`src/rtl/pipe_ctrl_pkg.sv`:
```
// Shared pipeline-control types and constants for the hazard/NPC sequencing blocks.
package pipe_ctrl_pkg;
    typedef enum logic [1:0] {
        RUN        = 2'd0,
        LOAD_STALL = 2'd1,
        BR_WAIT    = 2'd2
    } state_t;

    localparam logic [4:0] REG_ZERO           = 5'd0;
    localparam int         BUB_W              = 3;
    localparam int         LOAD_BUBBLES_DEF   = 1;
    localparam int         BRANCH_BUBBLES_DEF = 1;
endpackage

```
`src/rtl/load_use_detect.sv`:
```
// Combinational load-use compare between the load in EX and the sources of the ID instruction.
module load_use_detect
    import pipe_ctrl_pkg::*;
(
    input  logic       i_ex_mem_read,
    input  logic [4:0] i_ex_rt,
    input  logic [4:0] i_id_rs,
    input  logic [4:0] i_id_rt,
    input  logic       i_id_uses_rt,
    output logic       o_haz
);
    logic w_rs_match;
    logic w_rt_match;

    assign w_rs_match = (i_ex_rt == i_id_rs);
    assign w_rt_match = i_id_uses_rt && (i_ex_rt == i_id_rt);
    // $zero never carries a real dependency, so a load to it cannot stall.
    assign o_haz = i_ex_mem_read && (i_ex_rt != REG_ZERO) && (w_rs_match || w_rt_match);
endmodule

```
`src/rtl/pc_hazard_ctrl.sv`:
```
// Drives the next-PC selector controls, IF/ID flush and ID/EX bubble from load-use,
// jump and branch events, and counts fetch-hold cycles.
module pc_hazard_ctrl
    import pipe_ctrl_pkg::*;
#(
    parameter int LOAD_BUBBLES   = LOAD_BUBBLES_DEF,
    parameter int BRANCH_BUBBLES = BRANCH_BUBBLES_DEF,
    parameter int CNT_W          = 16
) (
    input  logic             clk,
    input  logic             rst,
    input  logic [4:0]       id_rs,
    input  logic [4:0]       id_rt,
    input  logic             id_uses_rt,
    input  logic             id_is_beq,
    input  logic             id_jump,
    input  logic             ex_mem_read,
    input  logic [4:0]       ex_rt,
    input  logic             ex_beq_taken,
    output logic             pc_sub_4_data,
    output logic             pc_sub_4_ctrl,
    output logic             beq_redirect,
    output logic             jump_redirect,
    output logic             if_id_flush,
    output logic             id_ex_bubble,
    output logic             busy,
    output logic [CNT_W-1:0] stall_cnt
);
    if (LOAD_BUBBLES < 1 || LOAD_BUBBLES > 7) begin : g_bad_load_bubbles
        $error("pc_hazard_ctrl: LOAD_BUBBLES must be within 1..7");
    end
    if (BRANCH_BUBBLES < 1 || BRANCH_BUBBLES > 7) begin : g_bad_branch_bubbles
        $error("pc_hazard_ctrl: BRANCH_BUBBLES must be within 1..7");
    end

    localparam logic [BUB_W-1:0] LOAD_RELOAD = BUB_W'(LOAD_BUBBLES - 1);
    localparam logic [BUB_W-1:0] BR_RELOAD   = BUB_W'(BRANCH_BUBBLES - 1);

    state_t           r_state;
    state_t           w_next_state;
    logic [BUB_W-1:0] r_bub_cnt;
    logic [BUB_W-1:0] w_next_bub;
    logic [CNT_W-1:0] r_stall_cnt;
    logic             w_haz;

    load_use_detect u_load_use_detect (
        .i_ex_mem_read (ex_mem_read),
        .i_ex_rt       (ex_rt),
        .i_id_rs       (id_rs),
        .i_id_rt       (id_rt),
        .i_id_uses_rt  (id_uses_rt),
        .o_haz         (w_haz)
    );

    always_comb begin
        w_next_state  = r_state;
        w_next_bub    = r_bub_cnt;
        pc_sub_4_data = 1'b0;
        pc_sub_4_ctrl = 1'b0;
        beq_redirect  = 1'b0;
        jump_redirect = 1'b0;
        if_id_flush   = 1'b0;
        id_ex_bubble  = 1'b0;
        busy          = 1'b0;
        if (!rst) begin
            busy = (r_state != RUN);
            case (r_state)
                RUN: begin
                    if (w_haz) begin
                        pc_sub_4_data = 1'b1;
                        id_ex_bubble  = 1'b1;
                        // Single-bubble loads stay in RUN and re-check the same ID instruction.
                        if (LOAD_BUBBLES > 1) begin
                            w_next_state = LOAD_STALL;
                            w_next_bub   = LOAD_RELOAD;
                        end
                    end else if (id_jump) begin
                        jump_redirect = 1'b1;
                        if_id_flush   = 1'b1;
                    end else if (id_is_beq) begin
                        pc_sub_4_ctrl = 1'b1;
                        w_next_state  = BR_WAIT;
                        w_next_bub    = BR_RELOAD;
                    end
                end
                LOAD_STALL: begin
                    pc_sub_4_data = 1'b1;
                    id_ex_bubble  = 1'b1;
                    w_next_bub    = r_bub_cnt - 1'b1;
                    if (r_bub_cnt == BUB_W'(1)) w_next_state = RUN;
                end
                BR_WAIT: begin
                    if (r_bub_cnt != '0) begin
                        pc_sub_4_ctrl = 1'b1;
                        w_next_bub    = r_bub_cnt - 1'b1;
                    end else begin
                        beq_redirect = ex_beq_taken;
                        if_id_flush  = ex_beq_taken;
                        w_next_state = RUN;
                    end
                end
                default: w_next_state = RUN;
            endcase
        end
    end

    always_ff @(posedge clk) begin
        if (rst) begin
            r_state     <= RUN;
            r_bub_cnt   <= '0;
            r_stall_cnt <= '0;
        end else begin
            r_state   <= w_next_state;
            r_bub_cnt <= w_next_bub;
            if ((pc_sub_4_data || pc_sub_4_ctrl) && (r_stall_cnt != '1))
                r_stall_cnt <= r_stall_cnt + 1'b1;
        end
    end

    assign stall_cnt = rst ? '0 : r_stall_cnt;
endmodule

```
`config.mk`:
```
export PLATFORM = sky130hd
export DESIGN_NAME = pc_hazard_ctrl
export DESIGN_NICKNAME = d
export VERILOG_FILES = /design/src/rtl/pipe_ctrl_pkg.sv /design/src/rtl/load_use_detect.sv /design/src/rtl/pc_hazard_ctrl.sv
export SDC_FILE = /design/constraint.sdc
export NUM_CORES = 1
export LEC_CHECK = 0
export ABC_CLOCK_PERIOD_IN_PS = 3550
export CAP_MARGIN = 20
export CELL_PAD_IN_SITES_DETAIL_PLACEMENT = 1
export CELL_PAD_IN_SITES_GLOBAL_PLACEMENT = 1
export CORE_AREA = 8 8 65 67
export CTS_CLUSTER_DIAMETER = 40
export DETAILED_ROUTE_END_ITERATION = 10
export DIE_AREA = 0 0 73 75
export DONT_BUFFER_PORTS = 1
export PLACE_DENSITY = 0.85
export RECOVER_POWER = 100
export SLEW_MARGIN = 20
export SYNTH_ARGS = -nofsm -noshare
export SYNTH_HDL_FRONTEND = slang
export SYNTH_HIERARCHICAL = 1
export SYNTH_SLANG_ARGS = --single-unit
```
`constraint.sdc`:
```
create_clock -name clk -period 3.55 [get_ports clk]
set_input_delay 0.71 -clock clk [delete_from_list [all_inputs] [get_ports clk]]
set_output_delay 0.71 -clock clk [all_outputs]
set_load 0.02 [all_outputs]
```
==> results of run 1 <==
[layout by cell type, fill, tap and decap left out, types with 6 or more instances in the layout]
| master | instances |
|---|---|
| nor2b_1 | 14 |
| nor2_1 | 10 |
| xor2_1 | 7 |
| inv_1 | 6 |
| a21oi_1 | 7 |
| nand3_1 | 10 |
| nor3_1 | 8 |
| o21ai_0 | 6 |
| dfxtp_1 | 20 |
| mux2_1 | 9 |
| nand2_1 | 6 |
[cell type report]
type,count,area share (%)
multi-input combinational,127,61.2
sequential,20,28.6
tap,46,4.11
clock inverter,1,2.14
clock buffer,3,1.61
inverter,6,1.61
timing repair buffer,3,0.804
[where the power goes]
part           internal [mW]  switching (mW)  leakage (nW)
logic                 0.0225          0.0326         0.284
registers              0.229         0.00579         0.162
clock network          0.114          0.0782        0.0279
[state kept, by name (all words and copies together), names as in the netlist]
| signal | flops |
|---|---|
| r_stall_cnt | 16 |
| r_bub_cnt | 3 |
| r_state | 1 |
[cell families (layout without fill, tap and decap cells)]
logic type                 after synthesis  after routing
AOI/OAI and AO/OA                       25             25
xor gates and xnor gates                10             10
adders and majority gates                3              3
buffers and inverters                   17             13
DFF                                     20             20
muxes                                    9              9
and+or+nand+nor                         80             80
[per-layer routing]
| layer | GRT usage [%] | part of all wire (%) | vias up |
|---|---|---|---|
| met1 | 15.7 | 42 | 598 |
| met4 | 3.56 | 0.49 | 0 |
| li1 | - | - | 589 |
| met2 | 25.0 | 50 | 30 |
| met3 | 5.73 | 7.7 | 2 |
| met5 | 0 | 0 | - |
[metrics by stage]
stage	std cells	utilization, %	power (mW)
after floorplan	164	-	0.294
after global placement	202	42.1	0.293
after detailed placement	202	42.1	0.297
after CTS	206	43.7	0.493
after global routing	206	43.4	0.509
final	206	43.4	0.482
[worst paths after layout]
kind / start / to / slack (ns) / cells after the start
max: ex_rt[0] / if_id_flush / 0.58 / 6
min: rst / r_stall_cnt[1] / 0.44 / 1
max reg2reg: r_bub_cnt[0] / r_stall_cnt[15] / 1.26 / 6
min reg2reg: r_bub_cnt[0] / r_bub_cnt[0] / 0.48 / 2
==> run_results.csv, run 1 <==
group,metric,value,unit
outcome,status,"completed",
flow_run,maxCapViolations,0,
synthesis,netlist_area,1340,sq um
sta,setup_slack,0.578,ns
drt,totalWireLength,3640,um
sta,grt_setup_unrepaired,"no",
synthesis,synth_compound_gate_area_share,11.7,%
floorplanning,initial_core_util,41.5,%
finish,fin_nets,186,
drt,avgRoutedWirePerCell,17.7,um
global_routing,grt_usage,14.3,%
finish,syn_to_final_growth,4.38,%
floorplanning,dieWidth,73,um
setup_path,critPathLaunchType,"input port",
global_routing,grt_pass1_vias,1298,
synthesis,yosysTopAreaCellShare,29.8,%
placed_design,dp_hpwl,2810,um
sta,layout_min_cycle_time,2.97,ns
finish,regArea,400,sq um
hold_path,min_path_type,"in2reg",
finish,num_antenna_cells,0,
clocking,root_buffer,"clkbuf_4",
drt,postRouteAntennaNets,0,
synthesis,synth-simple-area-share,35.2,%
finish,fillers,408,
drt,vias_per_cell,5.92,
placed_design,place_area,1360,sq um
synthesis,synth.area.top_cells,"dfxtp_1 (30%), mux2_1 (7.5%), nor2b_1 (6.5%)",
setup_path,cpMaxStageDelayCell,"or4_1",
clocking,cts_tree,"yes",
finish,fin_area,1400,sq um
sta,finalHoldViolations,0,
synthesis,ys_warn_count,6,
sta,period_share,83.7,%
synthesis,yosys.area.top_type,"dfxtp_1",
synthesis,synth-xor-area-share,6.52,%
drt,drtPass1Iterations,4,
synthesis,synthDistinctLibCells,41,
setup_path,worstPathRequired,2.84,ns
finish,multiInputGateArea,857,sq um
synthesis,synthAdderAreaFrac,2.80,%
setup_path,path_class,"in2out",
synthesis,synth_edf_count,0,
sta,tns,0,ns
synthesis,synthCells,164,
setup_path,crit_path_end_kind,"primary output",
clocking,postCtsHoldBufs,0,
placed_design,dp_slack,0.486,ns
synthesis,synth_most_common_cell,"dfxtp_1",
setup_path,path_cells,"or4_1 -> o21ai_0 -> a21oi_1 -> nor4b_1 -> clkbuf_1 -> or2_2",
floorplanning,coreArea,3230,sq um
global_routing,grt_pass1_wl,6200,um
sta,worst_hold_slack,0.442,ns
power,peakVddDrop,0.180,mV
global_routing,antenna_found_initial,0,
clocking,insertion_delay,0.33,ns
clocking,cts_num_sinks,20,
setup_path,critPathMaxFanout,4,
drt,drtIter0Drc,73,
global_routing,grt-ovfl-total,0,
finish,drive_above_1_share,3.75,%
drt,route.vias.total,1219,
synthesis,synthArstFlopShare,0,%
synthesis,synth_seq_cells,20,
clocking,cts_resized,0,
clocking,clkTransAtPathRegs,0.14,ns
floorplanning,ios,45,
setup_path,path_buf_inv,1,
sta,slew_violations,0,
global_routing,grt_max_degree,37,
synthesis,synth_flop_cell,"dfxtp_1",
sta,fmax,337,MHz
sta,tightest_slew,0.740,ns
placed_design,io_buffer_count,0,
synthesis,yosys-mux-area-fraction,7.55,%
clocking,cts_max_path_buffers,2,
drt,post-route-drc-count,0,
synthesis,seq_area_frac_synth,29.8,%
floorplanning,die_h,75,um
setup_path,cp.arrival,2.26,ns
clocking,htreeDepth,1,
clocking,cts-buffers-inserted,3,
sta,finClkSkew,0.0242,ns
sta,maxSlewHeadroom,50.5,%
setup_path,slowest_delay,0.50,ns
synthesis,synth_fp_nets,189,
synthesis,synth.avg_cell_area,8.19,sq um
floorplanning,die_area,5480,sq um
power,p_leak,0.474,nW
synthesis,synthTopCellsByCount,"dfxtp_1 (20), nor2b_1 (14), nand3_1 (10), nor2_1 (10), mux2_1 (9)",
clocking,post_cts.repair.setup_buffers,0,
placed_design,gp_congestion,0.734,
synthesis,synth_top_family_by_area,"simple AND/OR/NAND/NOR gates",
power,power.density,344,nW/um^2
sta,setup_viol,0,
setup_path,crit_family,"simple AND/OR/NAND/NOR gates",
floorplanning,row_count,21,
(Power assumes the default switching activity.)
==> run 2: changes to the inputs <==
--- a/config.mk
+++ b/config.mk
@@ -5,7 +5,7 @@
 export SDC_FILE = /design/constraint.sdc
 export NUM_CORES = 1
 export LEC_CHECK = 0
-export ABC_CLOCK_PERIOD_IN_PS = 3550
+export ABC_CLOCK_PERIOD_IN_PS = 2950
 export CAP_MARGIN = 20
 export CELL_PAD_IN_SITES_DETAIL_PLACEMENT = 1
 export CELL_PAD_IN_SITES_GLOBAL_PLACEMENT = 1
==> constraint.sdc (replaced) <==
create_clock -name clk -period 2.95 [get_ports clk]
set_input_delay 0.59 -clock clk [delete_from_list [all_inputs] [get_ports clk]]
set_output_delay 0.59 -clock clk [all_outputs]
set_load 0.02 [all_outputs]
==> run 2 against run 1 <==
Against the previous run: setup slack got worse by 0.31 ns; global-route usage decreased by 0.16 points; critical path depth unchanged; sequential power up 20%; clock-buffer cell count unchanged; design area shrank 1.1%.
==> run_results.csv, run 2 (synthesis results as in run 1) <==
group,metric,value,unit
global_routing,grt_usage,14.1,%
drt,post-route-drc-count,0,
setup_path,critPathMaxFanout,3,
floorplanning,dieWidth,73,um
setup_path,crit_path_end_kind,"primary output",
finish,most-common-layout-cells,"dfxtp_1 (20), nor2b_1 (14), nor2_1 (10), nand3_1 (10), mux2_1 (9)",
power,peakVddDrop,0.100,mV
sta,setup_viol,0,
placed_design,dp_hpwl,2780,um
floorplanning,initial_core_util,41.5,%
drt,drtIter0Drc,68,
drt,route.vias.total,1234,
finish,largest_register,"r_stall_cnt",
setup_path,cp.arrival,2.10,ns
global_routing,grt_pass1_vias,1291,
clocking,cts_max_path_buffers,2,
global_routing,grtUsageMet3,4.66,%
clocking,post_cts.repair.setup_buffers,0,
hold_path,min_path_type,"in2reg",
placed_design,io_buffer_count,0,
drt,totalWireLength,3640,um
drt,postRouteAntennaNets,0,
floorplanning,die_h,75,um
sta,tns,0,ns
clocking,insertion_delay,0.31,ns
sta,period_share,91.0,%
power,p_leak,0.467,nW
sta,setup_slack,0.265,ns
floorplanning,ios,45,
finish,syn_to_final_growth,3.26,%
finish,layout.cells.non_filler,208,
flow_run,maxCapViolations,0,
floorplanning,die_area,5480,sq um
sta,maxSlewHeadroom,65.9,%
global_routing,antenna_found_initial,0,
sta,finClkSkew,0.000868,ns
drt,avgRoutedWirePerCell,17.5,um
global_routing,grt-busiest-layer,"met2",
global_routing,grtUsageMet1,15.6,%
drt,vias_per_cell,5.93,
sta,slew_violations,0,
finish,num_antenna_cells,0,
floorplanning,row_count,21,
finish,fin_area,1390,sq um
placed_design,gp_congestion,0.782,
global_routing,grt-ovfl-total,0,
finish,largest_register_ffs,16,
outcome,status,"completed",
clocking,cts-buffers-inserted,3,
clocking,postCtsHoldBufs,0,
placed_design,dp.cells,205,
floorplanning,coreArea,3230,sq um
global_routing,grt_max_degree,37,
sta,grt_setup_unrepaired,"no",
clocking,cts_resized,0,
clocking,clkTransAtPathRegs,0.11,ns
sta,finalHoldViolations,0,
finish,drive_above_1_share,3.70,%
clocking,cts_num_sinks,20,
setup_path,critPathLaunchType,"input port",
sta,fmax,372,MHz
setup_path,worstPathRequired,2.36,ns
global_routing,grt_pass1_wl,6220,um
placed_design,place_area,1390,sq um
finish,mostFrequentLayoutCell,"dfxtp_1",
finish,reg.largest.list,"r_stall_cnt x16, r_bub_cnt x3, r_state x1",
sta,tightest_slew,0.511,ns
placed_design,dp_slack,0.151,ns
setup_path,path_class,"in2out",
clocking,root_buffer,"clkbuf_4",
clocking,htreeDepth,1,
clocking,cts_tree,"yes",
sta,layout_min_cycle_time,2.69,ns
global_routing,use_met2,24.0,%
finish,fin_nets,189,
setup_path,regToRegSetupSlack,0.72,ns
sta,worst_hold_slack,0.339,ns
drt,drtPass1Iterations,4,
power,power.density,350,nW/um^2
-- run 2: cell types whose count changed in the layout (fill, tap and decap cells not counted), sizes merged --
cell	previous run	this run
clkbuf	6	8
bufinv	1	0
buf	0	1
-- run 2: final timing paths --
kind / from / end / cells after the start
worst max-delay path: ex_rt[0] / jump_redirect / 6
worst min-delay path: rst / r_bub_cnt[0] / 1
worst max register to register: r_bub_cnt[0] / r_stall_cnt[11] / 6
worst min register to register: r_bub_cnt[0] / r_bub_cnt[0] / 2
-- run 2: power breakdown --
part / leakage, nW / switching, mW / internal, mW
clock: 0.0138 / 0.0861 / 0.0478
combinational: 0.292 / 0.0405 / 0.0286
sequential: 0.162 / 0.00687 / 0.275
-- run 2: layer usage --
layer,routed length [um],part of all wire [%]
met1,1510,42
met2,1790,49
met3,270,7.4
met4,63,1.7
met5,0,0
-- run 2: stage by stage --
stage	util [%]	total power [mW]
after floorplan	-	0.355
after global placement	43.0	0.356
after detailed placement	43.0	0.361
after CTS	43.7	0.492
after global routing	42.9	0.507
final	42.9	0.485
-- run 2: critical path: stages --
cell and delay, ns:
or4_1 0.49, o21ai_0 0.17, a21oi_1 0.07, clkbuf_1 0.13, nor4b_1 0.34, clkbuf_1 0.30
-- run 2: final cells by class --
class                   instances  area, sq um
inverters                       6         22.5
multi-input cells             127          857
fillers                       411         1850
well taps                      46         57.6
repair buffers                  6         26.3
clock buffers                   3         22.5
flip-flops and latches         20          400
==> run 3: changes to the inputs <==
--- a/config.mk
+++ b/config.mk
@@ -9,12 +9,11 @@
 export CAP_MARGIN = 20
 export CELL_PAD_IN_SITES_DETAIL_PLACEMENT = 1
 export CELL_PAD_IN_SITES_GLOBAL_PLACEMENT = 1
-export CORE_AREA = 8 8 65 67
+export CORE_AREA = 8 8 74 76
 export CTS_CLUSTER_DIAMETER = 40
 export DETAILED_ROUTE_END_ITERATION = 10
-export DIE_AREA = 0 0 73 75
-export DONT_BUFFER_PORTS = 1
-export PLACE_DENSITY = 0.85
+export DIE_AREA = 0 0 82 84
+export PLACE_DENSITY = 0.88
 export RECOVER_POWER = 100
 export SLEW_MARGIN = 20
 export SYNTH_ARGS = -nofsm -noshare
==> run 3 against run 2 <==
Against the previous run: final cell count up 27%; wire length grew 29%; clock-buffer cell count unchanged; critical endpoint is now if_id_flush.
==> run_results.csv, run 3 (synthesis results as in run 1) <==
group,metric,value,unit
power,power.share.sequential,39.5,%
sta,period_share,99.7,%
sta,setup_slack,0.00957,ns
sta,setup_viol,0,
drt,vias_per_cell,5.48,
finish,drive_above_1_share,17.9,%
clocking,root_buffer,"clkbuf_8",
clocking,cts_tree,"yes",
placed_design,io_buffer_count,44,
finish,syn_to_final_growth,52.2,%
drt,totalWireLength,4690,um
power,p_switching,182,uW
global_routing,grt_pass1_wl,6900,um
finish,mostFrequentLayoutCell,"clkdlybuf4s50_1",
clocking,post_cts.repair.setup_buffers,0,
clocking,postCtsHoldBufs,0,
drt,avgRoutedWirePerCell,17.8,um
floorplanning,row_count,24,
drt,drtIter0Drc,63,
floorplanning,initial_core_util,31.5,%
finish,most-common-layout-cells,"clkdlybuf4s50_1 (34), dfxtp_1 (20), nor2b_1 (14)",
clocking,cts_max_path_buffers,2,
placed_design,gp_congestion,0.774,
power,p_leak,0.743,nW
setup_path,path_class,"in2out",
setup_path,crit_path_end_kind,"primary output",
power,swShare,25.5,%
sta,slew_violations,0,
power,peakVddDrop,0.196,mV
setup_path,slowest_delay,0.42,ns
setup_path,regToRegSetupSlack,0.77,ns
clocking,clkTransAtPathRegs,0.08,ns
clocking,insertion_delay,0.26,ns
setup_path,critPathLaunchType,"input port",
global_routing,grt_max_degree,31,
finish,reg.largest.list,"r_stall_cnt x16, r_bub_cnt x3, r_state x1",
global_routing,grt_usage,12.3,%
setup_path,rr_worst_depth,5,
drt,post-route-drc-count,0,
clocking,cts-buffers-inserted,3,
placed_design,dp_slack,-0.660,ns
finish,fin_nets,238,
setup_path,critPathMaxFanout,4,
clocking,cts_num_sinks,20,
finish,largest_register,"r_stall_cnt",
power,power.density,350,nW/um^2
sta,worst_hold_slack,0.478,ns
finish,num_antenna_cells,0,
sta,finClkSkew,0.00374,ns
hold_path,min_path_type,"reg2reg",
setup_path,worstPathRequired,2.36,ns
power,clkPwrFrac,39.7,%
setup_path,cpMaxStageDelayCell,"clkdlybuf4s50_1",
hold_path,hold_depth,2,
power,comb_power_share,20.8,%
global_routing,grt_pass1_vias,1434,
placed_design,dp_hpwl,3270,um
sta,tightest_slew,0.552,ns
floorplanning,ios,45,
sta,finalHoldViolations,0,
floorplanning,dieWidth,82,um
global_routing,antenna_found_initial,0,
floorplanning,coreArea,4260,sq um
setup_path,cp.arrival,2.35,ns
global_routing,grt-ovfl-total,0,
drt,postRouteAntennaNets,0,
outcome,status,"completed",
power,internal_power,534,uW
drt,drtPass1Iterations,4,
sta,layout_min_cycle_time,2.94,ns
floorplanning,die_area,6890,sq um
sta,maxSlewHeadroom,63.2,%
flow_run,maxCapViolations,0,
sta,fmax,340,MHz
clocking,htreeDepth,1,
setup_path,path_cells,"clkdlybuf4s50_1 -> xor2_1 -> nor4_2 -> nand3_1 -> a21oi_4 -> nor4b_4 -> or2_4 -> buf_6",
finish,largest_register_ffs,16,
drt,route.vias.total,1447,
floorplanning,die_h,84,um
[run 3: what timing repair did]
| action | in CTS | in global routing |
|---|---|---|
| cloned | 0 | 1 |
| pin swaps | 5 | 7 |
| endpoints found under the setup margin | 18 | 15 |
| resized for setup | 32 | 17 |
[run 3: layout make-up]
cell class                      instances  area, sq um
Clock inverter                          1         30.0
Timing Repair Buffer                   54          513
Tap cell                               52         65.1
Inverter                                6         22.5
Clock buffer                            3         41.3
Multi-Input combinational cell        128          971
Fill cell                             510         2220
Sequential cell                        20          400
[run 3: per-layer routing]
metal	part of all wire, %	up-vias	track usage [%]
met3	4.6	10	2.80
met2	52	30	21.6
met4	2.4	0	3.67
li1	-	691	-
met5	0	-	0
met1	41	716	14.2
[run 3: power by group through the flow]
stage	registers, mW	logic (mW)	clock network, mW
after global routing	0.284	0.160	0.298
after global placement	0.288	0.130	0
final	0.283	0.149	0.284
after floorplan	0.284	0.0704	0
after CTS	0.282	0.135	0.286
after detailed placement	0.288	0.134	0
[run 3: worst max-delay path, delay by kind of cell]
kind | cells | cell delay, ns
AO/OA/AOI/OAI | 1 | 0.26
XOR/XNOR | 1 | 0.16
buffers and inverters | 2 | 0.55
AND/OR/NAND/NOR | 4 | 0.79
[run 3: stage by stage]
| step | util [%] | instances | TNS [ns] | instance area [sq um] | total power, mW |
|---|---|---|---|---|---|
| 4_1_cts | 45.9 | 263 | 0 | 1960 | 0.704 |
| 2_1_floorplan | - | 164 | 0 | 1350 | 0.355 |
| 3_5_place_dp | 44.1 | 259 | -9.03 | 1880 | 0.423 |
| 3_3_place_gp | 44.1 | 259 | -6.63 | 1880 | 0.417 |
| 6_report | 47.9 | 264 | 0 | 2040 | 0.716 |
| 5_1_grt | 47.9 | 264 | -0.406 | 2040 | 0.742 |
[run 3: final timing paths]
kind                                     start              end
worst max-delay path                  id_rt[0]      if_id_flush
worst min-delay path              r_bub_cnt[0]     r_bub_cnt[0]
worst max register to register  r_stall_cnt[0]  r_stall_cnt[13]
worst min register to register    r_bub_cnt[0]     r_bub_cnt[0]
